## src/rtl/anode_scanner_pkg.sv

```systemverilog
// Shared definitions for the anode scanner and the future cathode decoder:
// scan-state enum and set-bit search helpers over a digit mask.
package anode_scanner_pkg;

    typedef enum logic [1:0] {
        IDLE,
        BLANK,
        ON
    } scan_state_e;

    // Helpers work on a mask zero-extended to the widest supported display.
    localparam int MAX_DIGITS = 16;
    localparam int IDX_W      = 4;

    typedef logic [MAX_DIGITS-1:0] mask_t;

    // Index of the lowest set bit among the first n bits (0 if none set).
    function automatic int lowest_set(mask_t m, int n);
        int r;
        r = 0;
        for (int i = MAX_DIGITS - 1; i >= 0; i--) begin
            if (i < n && m[i[IDX_W-1:0]]) r = i;
        end
        return r;
    endfunction

    // Next set bit above cur, wrapping n-1 -> 0; returns cur when it is the
    // only candidate so a single-digit mask reloads the same index.
    function automatic int next_set(mask_t m, int n, int cur);
        int r;
        int j;
        r = cur;
        for (int k = MAX_DIGITS - 1; k >= 1; k--) begin
            if (k < n) begin
                j = (cur + k) % n;
                if (m[j[IDX_W-1:0]]) r = j;
            end
        end
        return r;
    endfunction

endpackage

```

## src/rtl/anode_scanner_if.sv

```systemverilog
// Display-side bundle of the anode scanner: mask/brightness controls in,
// anode enables and digit select/strobe out.
interface anode_scanner_if #(
    parameter int NUM_DIGITS   = 8,
    parameter int BRIGHT_WIDTH = 4
);
    localparam int SEL_W = $clog2(NUM_DIGITS);

    logic [NUM_DIGITS-1:0]   DigitMask;
    logic [BRIGHT_WIDTH-1:0] Brightness;
    logic [NUM_DIGITS-1:0]   Anode;
    logic [SEL_W-1:0]        DigitSel;
    logic                    DigitStrobe;

    // Controller side: owns mask and brightness.
    modport master (
        output DigitMask, Brightness,
        input  Anode, DigitSel, DigitStrobe
    );

    // Scanner side.
    modport slave (
        input  DigitMask, Brightness,
        output Anode, DigitSel, DigitStrobe
    );
endinterface

```

## src/rtl/anode_scanner_pwm.sv

```systemverilog
// Brightness PWM for the anode scanner: a counter that restarts with each
// dwell and a comparator producing the gate for the upcoming cycle.
module scan_pwm #(
    parameter int BRIGHT_WIDTH = 4
) (
    input  logic                    clk,
    input  logic                    rst,
    input  logic                    clear,
    input  logic [BRIGHT_WIDTH-1:0] brightness,
    output logic                    gate
);
    logic [BRIGHT_WIDTH-1:0] pwm_q, pwm_d;

    // Next count and gate; gate is judged on the next count so it lines up
    // with the registered anode it feeds.
    always_comb begin
        pwm_d = clear ? '0 : pwm_q + BRIGHT_WIDTH'(1);
        gate  = (pwm_d < brightness) || (&brightness);
    end

    // PWM counter register.
    always_ff @(posedge clk) begin
        if (rst) pwm_q <= '0;
        else     pwm_q <= pwm_d;
    end
endmodule

```

## src/rtl/anode_scanner.sv

```systemverilog
// Multiplexed common-anode digit scanner: dwell timing, masked digit
// rotation, PWM brightness and active-low registered anode enables.
// Optional ghost blanking at the start of each dwell: GHOST_BLANK_EN.
module anode_scanner
    import anode_scanner_pkg::*;
#(
    parameter int NUM_DIGITS   = 8,
    parameter int DWELL_CYCLES = 100000,
    parameter int BLANK_CYCLES = 1000,
    parameter int BRIGHT_WIDTH = 4
) (
    input  logic          Clk,
    input  logic          Reset,
    anode_scanner_if.slave bus
);
    localparam int SEL_W = $clog2(NUM_DIGITS);
    localparam int CNT_W = $clog2(DWELL_CYCLES);
`ifdef GHOST_BLANK_EN
    localparam bit GHOST = 1'b1;
`else
    localparam bit GHOST = 1'b0;
`endif

    scan_state_e           state_q, state_d;
    logic [SEL_W-1:0]      sel_q, sel_d;
    logic [CNT_W-1:0]      cnt_q, cnt_d;
    logic                  strobe_q, strobe_d;
    logic [NUM_DIGITS-1:0] anode_q, anode_d;
    mask_t                 mask_ext;
    logic                  terminal;
    logic                  pwm_clear;
    logic                  pwm_gate;

    // Next scan state: idle on empty mask, otherwise load/advance at the
    // dwell boundary; state/counter values here are those of the next cycle.
    always_comb begin
        mask_ext                   = '0;
        mask_ext[NUM_DIGITS-1:0]   = bus.DigitMask;
        state_d  = state_q;
        sel_d    = sel_q;
        cnt_d    = cnt_q;
        strobe_d = 1'b0;
        terminal = (int'(cnt_q) == DWELL_CYCLES - 1);
        if (bus.DigitMask == '0) begin
            state_d = IDLE;
            cnt_d   = '0;
        end else begin
            if (state_q == IDLE) begin
                sel_d    = SEL_W'(lowest_set(mask_ext, NUM_DIGITS));
                cnt_d    = '0;
                strobe_d = 1'b1;
            end else if (terminal) begin
                sel_d    = SEL_W'(next_set(mask_ext, NUM_DIGITS, int'(sel_q)));
                cnt_d    = '0;
                strobe_d = 1'b1;
            end else begin
                cnt_d = cnt_q + CNT_W'(1);
            end
            state_d = (GHOST && int'(cnt_d) < BLANK_CYCLES) ? BLANK : ON;
        end
        pwm_clear = (cnt_d == '0);
    end

    scan_pwm #(.BRIGHT_WIDTH(BRIGHT_WIDTH)) u_pwm (
        .clk        (Clk),
        .rst        (Reset),
        .clear      (pwm_clear),
        .brightness (bus.Brightness),
        .gate       (pwm_gate)
    );

    // Anode for the next cycle: only the selected, still-enabled digit may
    // go low, so anode and select always switch on the same edge.
    always_comb begin
        anode_d = '1;
        if (state_d == ON && bus.DigitMask[sel_d] && pwm_gate)
            anode_d = ~(NUM_DIGITS'(1) << sel_d);
    end

    // Scan registers; reset overrides every other event.
    always_ff @(posedge Clk) begin
        if (Reset) begin
            state_q  <= IDLE;
            sel_q    <= '0;
            cnt_q    <= '0;
            strobe_q <= 1'b0;
            anode_q  <= '1;
        end else begin
            state_q  <= state_d;
            sel_q    <= sel_d;
            cnt_q    <= cnt_d;
            strobe_q <= strobe_d;
            anode_q  <= anode_d;
        end
    end

    assign bus.Anode       = anode_q;
    assign bus.DigitSel    = sel_q;
    assign bus.DigitStrobe = strobe_q;
endmodule

```

## src/flat_wrapper.sv

```systemverilog
// flat-port wrapper written by rule: the top's interface ports become plain ports
module anode_scanner_flat import anode_scanner_pkg::*;
#(
    parameter int NUM_DIGITS   = 8,
    parameter int DWELL_CYCLES = 100000,
    parameter int BLANK_CYCLES = 1000,
    parameter int BRIGHT_WIDTH = 4
)
  (Clk, Reset, bus_DigitMask, bus_Brightness, bus_Anode, bus_DigitSel, bus_DigitStrobe);
  anode_scanner_if #(.NUM_DIGITS(NUM_DIGITS), .BRIGHT_WIDTH(BRIGHT_WIDTH)) bus_i ();
  input  logic Clk;
  input  logic Reset;
  input wire logic [$bits(bus_i.DigitMask)-1:0] bus_DigitMask;
  input wire logic [$bits(bus_i.Brightness)-1:0] bus_Brightness;
  output wire logic [$bits(bus_i.Anode)-1:0] bus_Anode;
  output wire logic [$bits(bus_i.DigitSel)-1:0] bus_DigitSel;
  output wire logic [$bits(bus_i.DigitStrobe)-1:0] bus_DigitStrobe;
  assign bus_i.DigitMask = bus_DigitMask;
  assign bus_i.Brightness = bus_Brightness;
  assign bus_Anode = bus_i.Anode;
  assign bus_DigitSel = bus_i.DigitSel;
  assign bus_DigitStrobe = bus_i.DigitStrobe;
  anode_scanner #(.NUM_DIGITS(NUM_DIGITS), .DWELL_CYCLES(DWELL_CYCLES), .BLANK_CYCLES(BLANK_CYCLES), .BRIGHT_WIDTH(BRIGHT_WIDTH)) u_core (.Clk(Clk), .Reset(Reset), .bus(bus_i));
endmodule
```

## config.mk

```make
export PLATFORM = sky130hd
export DESIGN_NAME = anode_scanner_flat
export DESIGN_NICKNAME = d
export VERILOG_FILES = /design/src/rtl/anode_scanner_pkg.sv /design/src/rtl/anode_scanner_if.sv /design/src/rtl/anode_scanner_pwm.sv /design/src/rtl/anode_scanner.sv /design/src/flat_wrapper.sv
export SDC_FILE = /design/constraint.sdc
export NUM_CORES = 1
export LEC_CHECK = 0
export BUFFER_PORTS_ARGS = -buffer_cell sky130_fd_sc_hd__buf_2
export CAP_MARGIN = 20
export CORE_MARGIN = 2
export CORE_UTILIZATION = 54
export CTS_CLUSTER_SIZE = 16
export DETAILED_ROUTE_END_ITERATION = 8
export GPL_TIMING_DRIVEN = 0
export HOLD_SLACK_MARGIN = 0.12
export PLACE_DENSITY = 0.81
export SYNTH_ARGS = -nofsm -noshare
export SYNTH_HDL_FRONTEND = slang
export SYNTH_SLANG_ARGS = --single-unit
```

## constraint.sdc

```tcl
create_clock -name Clk -period 3.8 [get_ports Clk]
set_input_delay 0.95 -clock Clk [delete_from_list [all_inputs] [get_ports Clk]]
set_output_delay 0.95 -clock Clk [all_outputs]
set_load 0.005 [all_outputs]
```

After elaboration in Yosys (flattened, before gate mapping)
Index checks and enable logic that the tools add are counted.
{"block": "totals", "register_bits": 35, "input_bits": 14, "out_inout_bits": 12, "word_cells": 93}
{"block": "classes", "n_addsub": 9, "order_cmp": 9, "eq_ne": 2, "shift": 1, "mux": 41, "n_bitwise": 9, "reduce_logical": 16}
{"op": "2-to-1 mux 3 bit", "count": 18}
{"op": "2-to-1 mux 17 bit", "count": 3}
{"op": "< comparator 4 x 5 -> 1 bit (second input constant)", "count": 7}
{"op": "binary-select mux 1 bit (select 4 bit)", "count": 7}
{"op": "OR reduction 3 bit", "count": 7}
{"op": "adder 17 x 1 -> 17 bit (second input constant)", "count": 1}
{"op": "== test 17 x 16 -> 1 bit (second input constant)", "count": 1}
{"op": "zero test 17 bit", "count": 1}
{"op": "adder 3 bit (second input constant)", "count": 4}
{"op": "2-to-1 mux 1 bit", "count": 10}
{"op": "zero test 8 bit", "count": 1}
{"op": "NOT 8 bit", "count": 1}
{"op": "<< shifter 1 x 3 -> 8 bit (first input constant)", "count": 1}
{"op": "AND 1 bit (first input constant)", "count": 7}
{"op": "adder 3 x 2 -> 3 bit (second input constant)", "count": 2}
{"op": "adder 4 x 1 -> 4 bit (second input constant)", "count": 1}
{"op": "< comparator 3 x 4 -> 1 bit (second input constant)", "count": 1}
{"op": "< comparator 4 bit", "count": 1}
{"op": "2-to-1 mux 4 bit", "count": 1}
{"op": "AND reduction 4 bit", "count": 1}
{"op": "OR reduction 2 bit", "count": 2}
{"op": "adder 3 x 1 -> 3 bit (second input constant)", "count": 1}
{"op": "binary-select mux 1 bit (select 3 bit)", "count": 1}
{"op": "== test 2 bit (second input constant)", "count": 1}
{"op": "other kinds (5)", "count": 6}

Logic depth before layout (Yosys ltp)
Gate-level depths: netlist (run 1).
{"block": "depth", "depth_word": 21, "ltp_mapped": 17, "ltp_nobuf": 15}

Modules after synthesis
Synthesis (run 1) repeated with hierarchy kept, for this count alone.
{"block": "hier_totals", "hier_cells": 298, "area_unflattened_um2": 2660.1}
{"module": "anode_scanner", "instances": 1, "cells_each": 270, "area_per_inst_um2": 2419.8, "seq_area_each_um2": 600.6}
{"module": "scan_pwm", "instances": 1, "cells_each": 28, "area_per_inst_um2": 240.2, "seq_area_each_um2": 80.1}

Worst setup path after synthesis (run 1)
No wires, ideal clock.
{"block": "synth_timing", "kind": "register to register", "start": "reg u_core.cnt_q[0]", "end": "reg u_core.anode_q[7] (netlist: u_core.bus.Anode[7])", "setup_ns": 0.134, "arrival_time_ns": 3.642, "required_ns": 3.666, "slack_ns": 0.024, "stages_incl_launch_ff": 18, "path_buffers": 2, "period_less_slack_ns": 3.776, "cell_sequence": "dfxtp_1 ha_1 and4_1 buf_4 and3_1 buf_4 mux2i_1 or3_1 a211o_1 nand3_1 nor2_1 ha_1 nor2b_1 o21a_1 o31ai_1 nand2_1 a31oi_2 or4b_1"}
{"block": "synth_between", "elab_chain_len": 11, "word_cells_on_any_way": 20, "cone_classes": "1 x add/sub; 1 x order compare; 1 x eq/ne; 1 x shift; 9 x mux; 2 x bitwise; 5 x reduce/logical"}
{"element": "start, declared", "line_no": "anode_scanner.sv:26", "rtl": "logic [CNT_W-1:0] cnt_q, cnt_d;"}
{"element": "start signal, assigned", "line_no": "anode_scanner.sv:91", "rtl": "cnt_q <= cnt_d;"}
{"element": "adder 17 x 1 -> 17 bit or == test 17 x 16 -> 1 bit (tied branches)", "line_no": "anode_scanner.sv:57, anode_scanner.sv:43"}
{"element": "2-to-1 mux 17 bit (*)", "line_no": "anode_scanner.sv:52", "rtl": "end else if (terminal) begin"}
{"element": "2-to-1 mux 17 bit (*)", "line_no": "anode_scanner.sv:48", "rtl": "if (state_q == IDLE) begin"}
{"element": "2-to-1 mux 17 bit (*)", "line_no": "anode_scanner.sv:44", "rtl": "if (bus.DigitMask == '0) begin"}
{"element": "zero test 17 bit (*)", "line_no": "anode_scanner.sv:61", "rtl": "pwm_clear = (cnt_d == '0);"}
{"element": "2-to-1 mux 4 bit (*)", "line_no": "anode_scanner_pwm.sv:17", "rtl": "pwm_d = clear ? '0 : pwm_q + BRIGHT_WIDTH'(1);"}
{"element": "via u_core.u_pwm.pwm_d[1]", "line_no": "anode_scanner_pwm.sv:12", "rtl": "logic [BRIGHT_WIDTH-1:0] pwm_q, pwm_d;"}
{"element": "< comparator 4 bit (*)", "line_no": "anode_scanner_pwm.sv:18", "rtl": "gate = (pwm_d < brightness) || (&brightness);"}
{"element": "logical OR 1 bit (*)", "line_no": "anode_scanner_pwm.sv:18"}
{"element": "logical AND 1 bit (*)", "line_no": "anode_scanner.sv:76", "rtl": "if (state_d == ON && bus.DigitMask[sel_d] && pwm_gate)"}
{"element": "NOT 1 bit (no source line) (*)"}
{"element": "OR reduction 2 bit (no source line) (*)"}
{"element": "end signal, assigned", "line_no": "anode_scanner.sv:93", "rtl": "anode_q <= anode_d;"}
{"element": "end, declared", "line_no": "anode_scanner.sv:28", "rtl": "logic [NUM_DIGITS-1:0] anode_q, anode_d;"}
The timed path passes the listed nets; every way through them passes the cells marked *. The select of a mux whose other input is x is not followed.
A chain may end at the register's enable or synchronous reset.

Worst setup path after layout (run 1)
Ends and elaborated chain as after synthesis.

==> flow_metrics.py, run 1 <==
metrics = {
    "floorplan": {
        "io_pins": 26,
        "dieHeight_um": 76.1,
        "floorplan.die_area_mm2": 0.00579,
        "floorplan.initialDensity_pct": 55.3,
        "rows": 26,
        "chipWidth_um": 76.1,
        "placeableCoreArea_mm2": 0.00507,
    },
    "detailed_routing": {
        "first_pass_iters": 5,
        "wire_per_inst_um": 15.8,
        "postRouteAntennaNets": 0,
        "drt_wl_total_um": 6900,
        "wl_met3_um": 397,
        "vias": 2677,
        "via_per_inst": 6.13,
        "route.layer.met1.wl_um": 3030,
        "top_layer": "met4",
        "drc": 0,
        "wl_met2_um": 3430,
        "initialDrtViolationCount": 116,
    },
    "critical_path": {
        "max_stage_delay_ns": 0.46,
        "reg2reg_setup_slack_ns": 0.03,
        "criticalPathCategory": "reg2reg",
        "crit_path_end_kind": "flop",
        "worstPathRequired_ns": 3.96,
        "timing.critical_path.slowest_stage_cell": "sky130_fd_sc_hd__or4b_1",
        "r2r_end": "u_core.bus.Anode[7]$_SDFF_PP1_",
        "worst-endpoint-arrival_ns": 3.93,
        "reg2reg_start": "u_core.cnt_q[0]$_SDFF_PP0_",
        "reg2reg_depth": 16,
        "timing.critical_path.fanout_max": 4,
        "critical_path.cell_chain": "ha_2, and4_1, buf_6, and3_4, mux2i_1, or3_1, a211o_4, nand3_4, nor2_1, ha_1, nor2b_4, o21a_1, o31ai_2, nand2_1, a31oi_4, or4b_1",
        "cp-start-kind": "flop",
    },
    "job": {
        "drv_cap": 0,
    },
    "yosys": {
        "postSynthCellCount": 330,
        "synth_simple_gate_area_share_pct": 27.0,
        "synth-edff-count": 0,
        "synthXorXnorAreaFrac_pct": 6.25,
        "synth_sequential_area_ratio_pct": 24.3,
        "synth.lib_cells_used.distinct": 71,
        "synth.area.mux_share_pct": 17.5,
        "postSynthAreaPerCell_um2": 8.50,
        "mappedNetlistNets": 351,
        "compound_gate_fraction_of_synth_area_pct": 15.8,
        "dominant_combinational_cell_family_by_area_after_synthesis": "simple AND/OR/NAND/NOR gates",
        "synthesis.area_mm2": 0.00280,
        "yosys_most_used_dff": "sky130_fd_sc_hd__dfxtp_1",
        "post_synth_fa_ha_maj_area_fraction_pct": 3.12,
        "synth_warnings": 0,
        "yosys_register_bits": 34,
        "postSynth.asyncResetShare_pct": 0,
    },
    "placement": {
        "place.gp.congestion": 0.960,
        "worst_slack_at_placement_ns": -0.631,
        "place_hpwl_um": 4980,
        "port_buffers": 24,
        "placed_area_mm2": 0.00301,
    },
    "timing": {
        "fmax_mhz": 265,
        "finalSetupViolations": 0,
        "max_slew.worst_pin.slew_ns": 0.552,
        "period_share_pct": 99.3,
        "finalWorstPathRequiredPeriod_ns": 3.77,
        "final-max-slew-violation-count": 0,
        "setup_ws_ns": 0.0255,
        "finClkSkew_ns": 0.0121,
        "rsz_0062_raised_after_global_routing": "yes",
        "final-hold-violation-count": 0,
        "maxSlewHeadroom_pct": 63.1,
    },
    "cts": {
        "root_buffer": "sky130_fd_sc_hd__clkbuf_8",
        "cts-buffers-inserted": 5,
        "cts_sinks": 34,
        "clockBufferDepth": 2,
        "htreeDepth": 2,
        "tritoncts": "yes",
        "cts.reportedPaths.clkPinSlew_ns": 0.08,
        "cts_hold_buf": 0,
        "worst_skew_pair.late_latency_ns": 0.29,
    },
    "global_routing": {
        "grt_start_max_net_pins": 12,
        "globalRoute.totalOverflow": 0,
        "first_global_vias": 2493,
        "grt_pass1_wl_um": 11600,
        "groute.usage.overall_pct": 24.1,
        "grt_antenna_before_repair": 0,
    },
    "outcome": {
        "result_of_the_run": "complete, no violations",
    },
    "final_layout": {
        "final-seq-area_um2": 687,
        "share_of_post_route_cells_with_drive_strength_above_1_pct": 22.1,
        "final_nets": 387,
        "area_of_the_multi_input_gates_mm2": 0.00203,
        "n_antenna_cell": 0,
        "final_area_mm2": 0.00324,
        "num-fill-cells": 421,
        "mostFrequentLayoutCells": "sky130_fd_sc_hd__nor2_1 (39), sky130_fd_sc_hd__dfxtp_1 (29), sky130_fd_sc_hd__buf_2 (27)",
        "layout.cells.most_common": "sky130_fd_sc_hd__nor2_1",
        "synthToLayoutAreaGrowth_pct": 15.4,
    },
    "min_path": {
        "whs_path_depth": 2,
        "hold_start": "u_core.cnt_q[0]$_SDFF_PP0_",
        "hold_class": "reg2reg",
        "min_to": "u_core.cnt_q[0]$_SDFF_PP0_",
    },
    "power_and_ir_drop": {
        "cellLeakagePower_nw": 1.24,
        "power_per_cell_area_mw_per_mm2": 276,
        "peakVddDrop_mv": 0.283,
    },
}
==> power breakdown <==
| group | leakage (nW) | internal, W | switching (W) |
|---|---|---|---|
| clock | 0.0472 | 0.000146 | 0.000136 |
| sequential | 0.278 | 0.000363 | 0.00000659 |
| combinational | 0.919 | 0.000109 | 0.000134 |
| total | 1.24 | 0.000618 | 0.000277 |
==> worst max path at each step <==
| stage | startpoint | endpoint | slack (ns) |
|---|---|---|---|
| 2_1_floorplan | u_core.cnt_q[0]$_SDFF_PP0_ | u_core.bus.Anode[7]$_SDFF_PP1_ | 0.02 |
| 3_3_place_gp | bus_DigitMask[0] | u_core.bus.Anode[7]$_SDFF_PP1_ | -0.54 |
| 3_5_place_dp | bus_DigitMask[0] | u_core.bus.Anode[7]$_SDFF_PP1_ | -0.63 |
| 4_1_cts | u_core.cnt_q[0]$_SDFF_PP0_ | u_core.bus.Anode[7]$_SDFF_PP1_ | 0.03 |
| 5_1_grt | u_core.cnt_q[0]$_SDFF_PP0_ | u_core.bus.Anode[7]$_SDFF_PP1_ | -0.11 |
| 6_report | u_core.cnt_q[0]$_SDFF_PP0_ | u_core.bus.Anode[7]$_SDFF_PP1_ | 0.03 |
==> Yosys cell counts (3+ instances only) <==
cell	n	area, µm²
sky130_fd_sc_hd__inv_1	15	56.3
sky130_fd_sc_hd__xor2_1	11	96.3
sky130_fd_sc_hd__nor3_1	7	35.0
sky130_fd_sc_hd__clkbuf_1	16	60.1
sky130_fd_sc_hd__o21ai_0	5	25.0
sky130_fd_sc_hd__nand4_1	7	43.8
sky130_fd_sc_hd__nand2b_1	6	37.5
sky130_fd_sc_hd__and4_1	5	43.8
sky130_fd_sc_hd__mux2_2	4	45.0
sky130_fd_sc_hd__nor2_1	39	146
sky130_fd_sc_hd__and3_1	8	50.1
sky130_fd_sc_hd__nand2_1	22	82.6
sky130_fd_sc_hd__dfxtp_1	34	681
sky130_fd_sc_hd__nand4b_1	3	26.3
sky130_fd_sc_hd__nor2b_1	4	25.0
sky130_fd_sc_hd__o22ai_1	4	25.0
sky130_fd_sc_hd__a21oi_1	8	40.0
sky130_fd_sc_hd__or3_1	3	18.8
sky130_fd_sc_hd__buf_2	4	20.0
sky130_fd_sc_hd__mux4_2	9	203
sky130_fd_sc_hd__xnor2_1	9	78.8
sky130_fd_sc_hd__and2_1	7	43.8
sky130_fd_sc_hd__mux2_1	7	78.8
sky130_fd_sc_hd__mux2i_1	15	150
sky130_fd_sc_hd__nand3_1	12	60.1
sky130_fd_sc_hd__ha_1	7	87.6
==> layout make-up <==
| cell class | count | share of cell area [%] |
|---|---|---|
| Tap cell | 70 | 2.71 |
| Inverter | 16 | 1.86 |
| Sequential cell | 34 | 21.2 |
| Buffer | 21 | 3.13 |
| Clock buffer | 6 | 2.55 |
| Multi-Input combinational cell | 257 | 62.8 |
| Clock inverter | 2 | 0.387 |
| Timing Repair Buffer | 31 | 5.33 |
==> registers in the layout, indices dropped and copies added (netlist names) <==
signal and flops:
u_core.cnt_q 17, u_core.bus.Anode 8, u_core.u_pwm.pwm_q 4, u_core.bus.DigitSel 3, u_core.bus.DigitStrobe 1, u_core.state_q 1
==> timing repair <==
action / CTS / global route
cloned: 0 / 0
pin swaps: 4 / 0
setup endpoints to repair: 8 / 8
resized for setup: 14 / 7
endpoints found under the hold margin: 0 / 0
buffers inserted: 7 / 0
==> logic make-up (layout without fill, tap and decap cells) <==
logic type      Yosys count  in the layout
buf+inv                  39             76
fa+ha+maj                 7              7
compound gates           56             56
xor+xnor                 20             20
flops                    34             34
mux                      36             36
simple gates            138            138
==> metrics by stage <==
stage                     utilization [%]  hold WS, ns  total power [W]  instances  TNS, ns
final                                63.8        0.513         0.000895        437        0
after CTS                            63.3        0.500         0.000888        437        0
after detailed placement             59.3        0.449         0.000599        424    -2.74
after floorplan                         -        0.427         0.000546        330        0
after global routing                 63.8        0.540         0.000937        437   -0.110
after global placement               59.3        0.443         0.000594        424    -1.98
==> layer usage <==
metal	global-route usage (%)	up-vias
met4	5.82	0
li1	-	1287
met3	4.27	7
met5	0	-
met1	31.4	1288
met2	41.6	95
==> worst max-delay path, delay by kind of cell (launching register included) <==
kind / cells / cell delay [ns]
buffers and inverters: 1 / 0.11
AOI/OAI and AO/OA: 4 / 0.96
and+or+nand+nor: 8 / 1.59
DFF: 1 / 0.33
muxes: 1 / 0.12
adders and majority gates: 2 / 0.51
Power figures use the tool's default switching activity.
==> run 2: changes to the inputs <==
Settings changed: BUFFER_PORTS_ARGS -buffer_cell sky130_fd_sc_hd__buf_2 to -buffer_cell sky130_fd_sc_hd__buf_4, PLACE_DENSITY 0.81 to 0.82, SYNTH_HIERARCHICAL set to 1.
==> run 2 against run 1 <==
Compared with the run above: worst hold slack got worse by 0.031 ns; final cell count fell by 8.5%; total power fell by 4.2%; clock skew fell by 0.0078 ns; combinational power fell by 14%; global-route usage fell by 0.28 points; area after synthesis fell by 5.1%; setup slack improved by 0.14 ns; utilization rose by 2.8 points; sequential share of layout area rose by 0.51 points; critical path depth fell by 4; highest routed layer unchanged.
==> flow_metrics.py, run 2 <==
metrics = {
    "floorplan": {
        "floorplan.initialDensity_pct": 56.3,
        "placeableCoreArea_mm2": 0.00472,
        "chipWidth_um": 74.2,
        "dieHeight_um": 74.2,
        "floorplan.die_area_mm2": 0.00550,
        "io_pins": 26,
        "rows": 25,
    },
    "yosys": {
        "synth.lib_cells_used.distinct": 58,
        "synth_sequential_area_ratio_pct": 25.6,
        "synth_warnings": 6,
        "synth_top_cell_area_share_pct": 25.6,
        "synth_area_leaders": "sky130_fd_sc_hd__dfxtp_1 (26%), sky130_fd_sc_hd__mux4_2 (7.6%), sky130_fd_sc_hd__nor2_1 (5.1%)",
        "yosys_register_bits": 34,
        "most_area_hungry_cell_type_in_the_yosys_netlist": "sky130_fd_sc_hd__dfxtp_1",
        "postSynthCellCount": 298,
        "synthesis.area_mm2": 0.00266,
        "synth_most_common_cell": "sky130_fd_sc_hd__nor2_1",
        "mappedNetlistNets": 319,
        "synth_common_cells": "sky130_fd_sc_hd__nor2_1 (36), sky130_fd_sc_hd__dfxtp_1 (34), sky130_fd_sc_hd__nand2_1 (17), sky130_fd_sc_hd__nand3_1 (15), sky130_fd_sc_hd__xnor2_1 (15)",
        "postSynthAreaPerCell_um2": 8.93,
        "postSynth.asyncResetShare_pct": 0,
        "synth-edff-count": 0,
        "yosys_most_used_dff": "sky130_fd_sc_hd__dfxtp_1",
    },
    "timing": {
        "period_share_pct": 95.6,
        "fmax_mhz": 275,
        "fin_tns_setup_ns": 0,
        "final-hold-violation-count": 0,
        "fin_hold_ws_ns": 0.483,
        "maxSlewHeadroom_pct": 58.6,
        "finClkSkew_ns": 0.00430,
        "finalSetupViolations": 0,
        "final-max-slew-violation-count": 0,
        "finalWorstPathRequiredPeriod_ns": 3.63,
        "max_slew.worst_pin.slew_ns": 0.614,
    },
    "detailed_routing": {
        "drt_wl_total_um": 6600,
        "postRouteAntennaNets": 0,
        "initialDrtViolationCount": 232,
        "vias": 2490,
        "first_pass_iters": 5,
        "drc": 0,
        "wire_per_inst_um": 16.5,
        "via_per_inst": 6.23,
    },
    "final_layout": {
        "mostFrequentLayoutCells": "sky130_fd_sc_hd__nor2_1 (35), sky130_fd_sc_hd__dfxtp_1 (32), sky130_fd_sc_hd__buf_4 (28)",
        "share_of_post_route_cells_with_drive_strength_above_1_pct": 26.4,
        "synthToLayoutAreaGrowth_pct": 18.2,
        "largest_reg_flops": 17,
        "top_register": "u_core/cnt_q",
        "final_nets": 353,
        "layoutNonFillerInstCount": 400,
        "layout.cells.most_common": "sky130_fd_sc_hd__nor2_1",
        "n_antenna_cell": 0,
    },
    "power_and_ir_drop": {
        "peakVddDrop_mv": 0.260,
        "cellLeakagePower_nw": 1.16,
        "power_per_cell_area_mw_per_mm2": 273,
    },
    "job": {
        "drv_cap": 0,
    },
    "cts": {
        "cts_sinks": 34,
        "tritoncts": "yes",
        "root_buffer": "sky130_fd_sc_hd__clkbuf_8",
        "clockBufferDepth": 2,
        "cts_hold_buf": 0,
        "cts.reportedPaths.clkPinSlew_ns": 0.07,
        "worst_skew_pair.late_latency_ns": 0.29,
        "htreeDepth": 2,
        "cts-buffers-inserted": 5,
    },
    "critical_path": {
        "worst-endpoint-arrival_ns": 3.79,
        "cp-start-kind": "flop",
        "timing.critical_path.fanout_max": 10,
        "worstPathRequired_ns": 3.96,
        "criticalPathCategory": "reg2reg",
        "crit_path_end_kind": "flop",
    },
    "global_routing": {
        "globalRoute.totalOverflow": 0,
        "grt_start_max_net_pins": 12,
        "groute.usage.overall_pct": 23.8,
        "grt_antenna_before_repair": 0,
        "first_global_vias": 2246,
        "grt_pass1_wl_um": 10200,
    },
    "placement": {
        "port_buffers": 25,
        "placed_cells": 390,
        "place_hpwl_um": 4540,
        "place.gp.congestion": 0.922,
    },
    "outcome": {
        "result_of_the_run": "complete, no violations",
    },
    "min_path": {
        "hold_class": "reg2reg",
    },
}
-- run 2: cell types whose count changed after synthesis, moves of 4 or more --
cell	change
sky130_fd_sc_hd__and2_1	-5
sky130_fd_sc_hd__and3_1	-6
sky130_fd_sc_hd__buf_2	+4
sky130_fd_sc_hd__mux2_1	-7
sky130_fd_sc_hd__mux2i_1	-5
sky130_fd_sc_hd__nand2_1	-5
sky130_fd_sc_hd__nand2b_1	-5
sky130_fd_sc_hd__xnor2_1	+6
-- run 2: timing repair --
item                       CTS  global route
pin swaps                    1             2
setup buffers                3             0
gates cloned                 0             1
gates resized for setup      3            14
setup endpoints to repair    8             8
-- run 2: path summary, 6_finish.rpt --
kind / from / depth (start not counted) / slack [ns] / end
min reg2reg: u_core/cnt_q[0]$_SDFF_PP0_ / 1 / 0.48 / u_core/cnt_q[0]$_SDFF_PP0_
max reg2reg: u_core/bus.DigitSel[0]$_SDFF_PP0_ / 12 / 0.17 / u_core/bus.Anode[5]$_SDFF_PP1_
max: u_core/bus.DigitSel[0]$_SDFF_PP0_ / 12 / 0.17 / u_core/bus.Anode[5]$_SDFF_PP1_
min: u_core/cnt_q[0]$_SDFF_PP0_ / 1 / 0.48 / u_core/cnt_q[0]$_SDFF_PP0_
-- run 2: area by class of cell --
class                           instances  area (µm²)
Clock buffer                            6        82.6
Sequential cell                        34         683
Inverter                               15        60.1
Multi-Input combinational cell        228        1920
Clock inverter                          2        12.5
Tap cell                               67        83.8
Fill cell                             353        1580
Timing Repair Buffer                   28         210
Buffer                                 20        95.1
-- run 2: cell families after synthesis --
family | count (synthesis) | synth area share [%]
xor+xnor | 24 | 7.90
buf+inv | 37 | 5.88
fa+ha+maj | 7 | 3.29
mux | 31 | 18.4
simple gates | 115 | 23.5
compound gates | 50 | 15.4
flops | 34 | 25.6
-- run 2: metrics by stage --
step / setup WS, ns / instance area, µm² / utilization [%] / power (W)
2_1_floorplan: 0.466 / 2660 / - / 0.000513
3_3_place_gp: -0.0661 / 2930 / 62.1 / 0.000558
3_5_place_dp: -0.0981 / 2930 / 62.1 / 0.000563
4_1_cts: 0.0414 / 3070 / 64.9 / 0.000842
5_1_grt: -0.0129 / 3140 / 66.6 / 0.000894
6_report: 0.167 / 3140 / 66.6 / 0.000857
-- run 2: where the power goes --
group          total [W]  switching (W)  internal (W)
registers       0.000367     0.00000474      0.000362
clock network   0.000280       0.000135      0.000145
logic           0.000210       0.000118     0.0000918
total           0.000857       0.000258      0.000600
-- run 2: routing by layer --
layer	track usage, %	vias up	part of all wire, %
li1	-	1173	-
met1	32.8	1176	42
met2	37.5	119	48
met3	4.20	22	7.6
met4	8.89	0	2.2
met5	0	-	0
-- run 2: worst max-delay path, stage by stage (launching register included) --
cell and delay [ns]:
sky130_fd_sc_hd__dfxtp_1 0.41, sky130_fd_sc_hd__buf_6 0.18, sky130_fd_sc_hd__clkbuf_4 0.24, sky130_fd_sc_hd__inv_1 0.12, sky130_fd_sc_hd__ha_1 0.28, sky130_fd_sc_hd__buf_2 0.22
sky130_fd_sc_hd__mux4_2 0.63, sky130_fd_sc_hd__mux2_4 0.32, sky130_fd_sc_hd__a221oi_2 0.17, sky130_fd_sc_hd__nor2_1 0.06, sky130_fd_sc_hd__a311o_1 0.41, sky130_fd_sc_hd__a41oi_4 0.31
sky130_fd_sc_hd__nand4b_1 0.14
==> run 3: changes to the inputs <==
Settings changed: CELL_PAD_IN_SITES_DETAIL_PLACEMENT set to 2, CELL_PAD_IN_SITES_GLOBAL_PLACEMENT set to 2, CORE_UTILIZATION 54 to 33, CTS_CLUSTER_SIZE 16 to unset, PLACE_DENSITY 0.82 to 0.81.
==> run 3 against run 2 <==
Compared with the run above: worst hold slack worse by 0.018 ns; sequential share of layout area down 0.27 points; cell area up 2.4%; setup slack better by 0.036 ns; fmax up 0.99%; first-iteration DRC count down 41%; global-route usage down 4.1 points; register-to-register slack better by 0.04 ns; combinational power up 6%; critical path depth down 1; clock skew about the same; largest power group unchanged; sequential power about the same.
==> flow_metrics.py, run 3 (synthesis gave the netlist of run 2 again) <==
metrics = {
    "detailed_routing": {
        "postRouteAntennaNets": 0,
        "wl_met2_um": 4330,
        "route.layer.met1.wl_um": 4210,
        "wire_per_inst_um": 20.1,
        "top_layer": "met4",
        "drc": 0,
        "via_per_inst": 5.73,
        "initialDrtViolationCount": 137,
        "wl_met3_um": 209,
        "drt_wl_total_um": 8800,
        "first_pass_iters": 4,
        "vias": 2508,
    },
    "power_and_ir_drop": {
        "clockPowerShare_pct": 32.1,
        "peakVddDrop_mv": 0.215,
        "relative_contribution_of_sequential_cells_to_total_power_pct": 42.3,
        "cell_int_power_w": 0.000604,
        "switchingPower_w": 0.000265,
        "combPwrFrac_pct": 25.6,
        "power.total_w": 0.000868,
        "power_per_cell_area_mw_per_mm2": 270,
        "switching_fraction_of_total_power_pct": 30.5,
        "cellLeakagePower_nw": 1.18,
    },
    "placement": {
        "place.gp.congestion": 0.820,
        "place_hpwl_um": 6290,
        "port_buffers": 25,
        "worst_slack_at_placement_ns": -0.393,
        "placed_cells": 425,
    },
    "final_layout": {
        "mostFrequentLayoutCells": "sky130_fd_sc_hd__nor2_1 (35), sky130_fd_sc_hd__buf_4 (33), sky130_fd_sc_hd__dfxtp_1 (30)",
        "num-fill-cells": 884,
        "top_register": "u_core/cnt_q",
        "postLayoutCoreUtil_pct": 41.4,
        "final-seq-area_um2": 691,
        "area_of_the_multi_input_gates_mm2": 0.00191,
        "n_antenna_cell": 0,
        "layoutNonFillerInstCount": 438,
        "largest_reg_flops": 17,
        "share_of_post_route_cells_with_drive_strength_above_1_pct": 28.0,
        "synthToLayoutAreaGrowth_pct": 21.0,
        "layout.cells.most_common": "sky130_fd_sc_hd__nor2_1",
        "final_nets": 356,
    },
    "timing": {
        "max_slew.worst_pin.slew_ns": 0.713,
        "fin_tns_setup_ns": 0,
        "final-hold-violation-count": 0,
        "finalWorstPathRequiredPeriod_ns": 3.60,
        "period_share_pct": 94.7,
        "finClkSkew_ns": 0.00408,
        "final-max-slew-violation-count": 0,
        "maxSlewHeadroom_pct": 52.0,
        "finalSetupViolations": 0,
        "setup_ws_ns": 0.203,
        "fmax_mhz": 278,
    },
    "critical_path": {
        "worstPathRequired_ns": 3.94,
        "timing.critical_path.fanout_max": 10,
        "worst-endpoint-arrival_ns": 3.74,
        "criticalPathCategory": "reg2reg",
        "crit_path_end_kind": "flop",
        "cp-start-kind": "flop",
    },
    "cts": {
        "cts_hold_buf": 0,
        "cts_sinks": 34,
        "cts.reportedPaths.clkPinSlew_ns": 0.07,
        "htreeDepth": 2,
        "cts-buffers-inserted": 5,
        "clockBufferDepth": 2,
        "root_buffer": "sky130_fd_sc_hd__clkbuf_8",
        "tritoncts": "yes",
        "worst_skew_pair.late_latency_ns": 0.28,
    },
    "global_routing": {
        "first_global_vias": 2558,
        "grt_start_max_net_pins": 11,
        "grt_antenna_before_repair": 0,
        "globalRoute.totalOverflow": 0,
        "groute.usage.overall_pct": 19.7,
        "grt_pass1_wl_um": 13800,
    },
    "floorplan": {
        "chipWidth_um": 93.8,
        "rows": 32,
        "placeableCoreArea_mm2": 0.00777,
        "dieHeight_um": 93.8,
        "floorplan.initialDensity_pct": 34.2,
        "io_pins": 26,
        "floorplan.die_area_mm2": 0.00879,
    },
    "outcome": {
        "result_of_the_run": "complete, no violations",
    },
    "min_path": {
        "hold_class": "reg2reg",
    },
    "job": {
        "drv_cap": 0,
    },
}
[run 3: path summary, 6_finish.rpt]
path                                                         from                        endpoint  slack, ns  cells after the start
worst min register to register         u_core/cnt_q[0]$_SDFF_PP0_      u_core/cnt_q[0]$_SDFF_PP0_       0.46                      1
worst min-delay path                   u_core/cnt_q[0]$_SDFF_PP0_      u_core/cnt_q[0]$_SDFF_PP0_       0.46                      1
worst max-delay path            u_core/bus.DigitSel[1]$_SDFF_PP0_  u_core/bus.Anode[4]$_SDFF_PP1_       0.20                     11
worst max register to register  u_core/bus.DigitSel[1]$_SDFF_PP0_  u_core/bus.Anode[4]$_SDFF_PP1_       0.20                     11
[run 3: repair_timing]
action | CTS | global route
gates cloned | 0 | 1
endpoints found under the hold margin | 0 | 0
resized for setup | 8 | 15
setup endpoints to repair | 8 | 10
buffers inserted | 4 | 3
pin swaps | 3 | 4
[run 3: routing by layer]
layer / vias up / track usage, %
met5: - / 0
li1: 1185 / -
met2: 49 / 32.1
met3: 4 / 2.65
met4: 0 / 3.02
met1: 1270 / 28.3
[run 3: final cells by class]
| type | count | share of cell area (%) |
|---|---|---|
| clock buffer | 7 | 2.68 |
| clock inverter | 1 | 0.155 |
| sequential | 34 | 21.5 |
| tap | 102 | 3.96 |
| inverter | 15 | 1.87 |
| timing repair buffer | 32 | 7.46 |
| multi-input combinational | 228 | 59.4 |
| buffer | 19 | 2.99 |
[run 3: power by group through the flow]
| stage | logic (W) | registers [W] | clock network, W |
|---|---|---|---|
| after CTS | 0.000208 | 0.000367 | 0.000285 |
| after floorplan | 0.000139 | 0.000374 | 0 |
| after global routing | 0.000242 | 0.000368 | 0.000303 |
| final | 0.000223 | 0.000367 | 0.000279 |
| after global placement | 0.000192 | 0.000375 | 0 |
| after detailed placement | 0.000201 | 0.000375 | 0 |
[run 3: worst max-delay path: stages (launching register included)]
cell                         delay, ns
sky130_fd_sc_hd__dfxtp_1          0.39
sky130_fd_sc_hd__clkbuf_4         0.28
sky130_fd_sc_hd__clkinvlp_4       0.21
sky130_fd_sc_hd__ha_1             0.33
sky130_fd_sc_hd__clkbuf_4         0.20
sky130_fd_sc_hd__mux4_2           0.61
sky130_fd_sc_hd__mux2_4           0.31
sky130_fd_sc_hd__a221oi_2         0.18
sky130_fd_sc_hd__nor2_1           0.08
sky130_fd_sc_hd__a311o_1          0.40
sky130_fd_sc_hd__a41oi_4          0.31
sky130_fd_sc_hd__nand4_1          0.14
[run 3: metrics by stage]
step           hold slack (ns)  area [µm²]
6_report                 0.465        3220
5_1_grt                  0.489        3220
3_5_place_dp             0.484        2980
3_3_place_gp             0.459        2980
4_1_cts                  0.499        3140
2_1_floorplan            0.437        2660
